`src/rtl/seq_mult.sv`:
```
// Radix-2 shift-add multiplier (signed/unsigned) with a start/done handshake.
// Latency DW+1 cycles, or shorter with EARLY_TERM; i_start is ignored while busy.
module seq_mult #(
  parameter int DW         = 8,
  parameter bit EARLY_TERM = 1'b0
) (
  input  logic            i_clk,
  input  logic            i_rst,
  input  logic            i_start,
  input  logic            i_signed,
  input  logic [DW-1:0]   i_mltnd_val,
  input  logic [DW-1:0]   i_mlter_val,
  output logic [2*DW-1:0] o_product,
  output logic            o_done,
  output logic            o_busy
);

  localparam int CW = $clog2(DW) + 1;

  typedef enum logic [1:0] {
    IDLE = 2'd0,
    RUN  = 2'd1,
    FIX  = 2'd2
  } state_t;

  state_t            state;
  state_t            state_nxt;
  logic              neg;
  logic [2*DW-1:0]   mltnd;
  logic [2*DW-1:0]   acc;
  logic [DW-1:0]     mlter;
  logic [CW-1:0]     count;
  logic [DW-1:0]     mag_mltnd;
  logic [DW-1:0]     mag_mlter;
  logic              run_last;

  // Operands are multiplied as magnitudes; the sign is reapplied in FIX.
  always_comb begin
    mag_mltnd = i_mltnd_val;
    mag_mlter = i_mlter_val;
    if (i_signed && i_mltnd_val[DW-1]) mag_mltnd = ~i_mltnd_val + 1'b1;
    if (i_signed && i_mlter_val[DW-1]) mag_mlter = ~i_mlter_val + 1'b1;
  end

  assign run_last = (count == CW'(DW - 1)) ||
                    (EARLY_TERM && ((mlter >> 1) == '0));

  always_ff @(posedge i_clk or negedge i_rst) begin
    if (!i_rst) state <= IDLE;
    else        state <= state_nxt;
  end

  always_comb begin
    state_nxt = state;
    case (state)
      IDLE:    if (i_start) state_nxt = RUN;
      RUN:     if (run_last) state_nxt = FIX;
      FIX:     state_nxt = IDLE;
      default: state_nxt = IDLE;
    endcase
  end

  always_comb begin
    o_busy = (state == RUN) || (state == FIX);
  end

  always_ff @(posedge i_clk or negedge i_rst) begin
    if (!i_rst) begin
      neg       <= 1'b0;
      mltnd     <= '0;
      mlter     <= '0;
      acc       <= '0;
      count     <= '0;
      o_product <= '0;
      o_done    <= 1'b0;
    end else begin
      o_done <= (state == FIX);
      case (state)
        IDLE: begin
          if (i_start) begin
            neg   <= i_signed & (i_mltnd_val[DW-1] ^ i_mlter_val[DW-1]);
            mltnd <= {{DW{1'b0}}, mag_mltnd};
            mlter <= mag_mlter;
            acc   <= '0;
            count <= '0;
          end
        end
        RUN: begin
          if (mlter[0]) acc <= acc + mltnd;
          mltnd <= mltnd << 1;
          mlter <= mlter >> 1;
          count <= count + 1'b1;
        end
        FIX: begin
          o_product <= neg ? (~acc + 1'b1) : acc;
        end
        default: ;
      endcase
    end
  end

endmodule

```
`config.mk`:
```
export PLATFORM = sky130hd
export DESIGN_NAME = seq_mult
export DESIGN_NICKNAME = d
export VERILOG_FILES = /design/src/rtl/seq_mult.sv
export SDC_FILE = /design/constraint.sdc
export NUM_CORES = 1
export LEC_CHECK = 0
export CORE_MARGIN = 2
export CORE_UTILIZATION = 55
export CTS_CLUSTER_DIAMETER = 100
export CTS_CLUSTER_SIZE = 10
export DETAILED_ROUTE_END_ITERATION = 16
export HOLD_SLACK_MARGIN = 0.12
export PLACE_DENSITY = 0.79
export SETUP_SLACK_MARGIN = 0.05
export SYNTH_ARGS = -nofsm -noshare
export SYNTH_HDL_FRONTEND = slang
export SYNTH_SLANG_ARGS = --single-unit
export TNS_END_PERCENT = 30
```
`constraint.sdc`:
```
create_clock -name i_clk -period 2.8 [get_ports i_clk]
set_clock_uncertainty 0.1 [all_clocks]
set_input_delay 0.56 -clock i_clk [delete_from_list [all_inputs] [get_ports i_clk]]
set_output_delay 0.56 -clock i_clk [all_outputs]
set_load 0.1 [all_outputs]
```
==> summary.md <==
| Metric | Value |
|---|---|
| Status | complete, no violations |
| Routed Antenna Nets | 0 |
| Mapped Cells | 421 |
| Final setup viols | 0 |
| Core area | 6760 sq um |
| Slowest cell on the critical path | or4b_2 |
| Pins Over Slew Limit | 0 |
| Layout Cells excl Fill | 549 |
| Unrepaired setup endpoints after global routing | no |
| Crit end category | flop |
| Port bufs | 37 |
| YS warnings | 0 |
| Post-CTS Hold Fix Bufs | 0 |
| Drc violations | 0 |
| CTS Buf Count | 9 |
| Clk buf depth | 2 |
| Req. time, crit path | 2.97 ns |
| Final Hold Fails | 0 |
| Pleak | 0.00208 uW |
| Max incr delay on CP | 0.61 ns |
| Worst slew pin tran | 0.724 ns |
| CTS Sinks | 64 |
| Initial DRC count | 214 |
| Worst-path maximum fanout | 4 |
| Worst VDD drop | 0.00111 V |
| CTS resizes | 0 |
| Post-synthesis sequential area ratio | 42.0% |
| Arrival @ worst endpoint | 2.71 ns |
| Area delta synth->final | 17.2% |
| Most common cell after layout, fill and taps aside | dfrtp_1 |
| Drt pass-1 iters | 4 |
| Nets | 507 |
| Design area | 4470 sq um |
| Layout cell share with drive strength beyond 1 | 12.6% |
| Syn Area/Cell | 9.06 sq um |
| Via-per-instance ratio | 5.90 |
| Worst hold path type | in -> async |
| Clock Latency Late Sink | 0.35 ns |
| Synth Register Bits | 64 |
| I/O pins | 38 |
| Initial Util | 56.4% |
| Reg2Reg Depth | 7 |
| Gr busiest metal | met2 |
| Initial antenna violation count | 0 |
| Met2 usage | 39.2% |
| Syn_nets | 464 |
| Die H | 87.3 microns |
| CTS tree | yes |
| Setup Buffers After CTS | 0 |
| Max_slew headroom | 51.7% |
| # rows | 30 |
| Synthesized area | 3810 sq um |
| Placed inst area | 4270 sq um |
| Die X | 87.3 microns |
| Tmin final | 2.54 ns |
| Crit share post-route | 90.8% |
| First-pass GRT wire length | 14.1 mm |
| Chain of cells forming the critical path | ha_1 > a211oi_1 > o211ai_1 > a211oi_1 > nor3_1 > or4b_2 > o211ai_1 |
| H-tree depth | 3 |
| CP Class | reg -> reg |
| CP Launch Type | flop |
| Most frequent cells in the layout | dfrtp_1 (64), nand2_1 (59), a21oi_1 (48), o21ai_0 (48), nor2_1 (24) |
| R2R Setup Slk | 0.26 ns |
| Wire per inst | 15.4 microns |
| Reg2reg start | mltnd[1] |
| Total Wirelength | 8.48 mm |
| Setup tns final | 0 ns |
| CP delay by family, top | compound AO/OA/AOI/OAI gates |
| Final RePlAce weighted congestion | 0.864 |
| Fmax | 393 MHz |
| Vias | 3241 |
| Synth unique cells | 48 |
| Pin count of the biggest net entering global routing | 35 |
| Diodes inserted | 0 |
| Cells after DPL | 533 |
| Vias in the first global route | 3060 |
| DP Wirelength | 6.17 mm |
| CTS Root Cell | clkbuf_8 |
| Global-route track usage on met3 | 5.50% |
| Die area | 7620 sq um |
| CP Buf/Inv Count | 0 |
| RR Endpoint | acc[15] |
| Met1 track demand over resource | 30.5% |
| Max cap viols | 0 |
| Clk slew on worst S/H paths | 0.07 ns |
| Critical Path Source | mltnd[1] |
| GRT Util Overall | 24.2% |
| Total grt overflow | 0 |
| Cell Pwr Density | 1160 nW/um^2 |
kinds of logic after synthesis:
kind of cell	Yosys count	synth area share [%]
DFF	64	42.0
and+or+nand+nor	122	14.4
adders and majority gates	23	7.74
xor gates and xnor gates	29	6.66
muxes	15	4.27
buffers and inverters	26	2.56
AOI/OAI and AO/OA	142	22.3
worst max-delay path by stage:
stage / to / slack [ns] / cells after the start
2_1_floorplan: acc[15] / 0.48 / 7
3_3_place_gp: acc[15] / 0.36 / 7
3_5_place_dp: acc[15] / 0.31 / 7
4_1_cts: acc[15] / 0.28 / 7
5_1_grt: acc[15] / 0.08 / 7
6_report: acc[15] / 0.26 / 7
per-stage QoR:
stage	power [uW]	hold slack [ns]	util, %	worst slack [ns]
after global routing	5530	0.195	66.1	0.0776
after global placement	4290	0.360	63.2	0.359
after CTS	5200	0.184	66.1	0.283
after floorplan	3660	0.164	-	0.479
final	5180	0.163	66.1	0.257
after detailed placement	4370	0.374	63.2	0.308
synthesized netlist by cell type (all sizes together):
cell	n	share of area (%)
dfrtp	64	42
nand2	59	5.8
o21ai	50	6.6
a21oi	49	6.5
nor2	25	2.5
ha	22	7.2
xnor2	16	3.7
inv	14	1.4
xor2	13	3.0
a22o	12	2.8
clkbuf	10	0.98
mux2	10	3.0
or3	10	1.6
nor3	8	1.0
mux2i	5	1.3
nand3	5	0.66
nor2b	5	0.82
a31oi	4	0.66
o211ai	4	0.79
a211oi	3	0.59
a21o	3	0.59
o21a	3	0.59
a32o	2	0.52
buf	2	0.20
nand2b	2	0.33
o31a	2	0.46
o31ai	2	0.39
o41ai	2	0.66
or4	2	0.52
a21boi	1	0.20
a2bb2oi	1	0.23
a32oi	1	0.23
a41oi	1	0.23
and2	1	0.16
and3	1	0.16
fa	1	0.52
nand4	1	0.16
nor4	1	0.16
o21bai	1	0.20
o22ai	1	0.16
or2	1	0.16
or4b	1	0.26
layout make-up:
type	count	area, sq um
Timing Repair Buffer	44	398
Clock inverter	3	40.0
Multi-Input combinational cell	331	2120
Fill cell	566	2290
Clock buffer	13	159
Sequential cell	64	1600
Inverter	14	52.6
Tap cell	80	100
per-layer routing:
metal,vias up,part of all wire [%]
li1,1601,-
met1,1523,45
met2,92,47
met5,-,0
met4,0,3.2
met3,25,4.9
power by group:
| group | internal (uW) | leakage (uW) | total [uW] | switching (uW) |
|---|---|---|---|---|
| Clock | 457 | 0.000103 | 808 | 351 |
| Combinational | 929 | 0.00113 | 2850 | 1920 |
| Sequential | 1230 | 0.000845 | 1520 | 287 |
| Total | 2620 | 0.00208 | 5180 | 2560 |
flip-flops by register name, indices dropped and copies added, names as in the netlist:
| name | count |
|---|---|
| mltnd | 16 |
| neg | 1 |
| o_product | 16 |
| acc | 16 |
| count | 4 |
| mlter | 8 |
| state | 2 |
| o_done | 1 |
(Power assumes the default switching activity.)
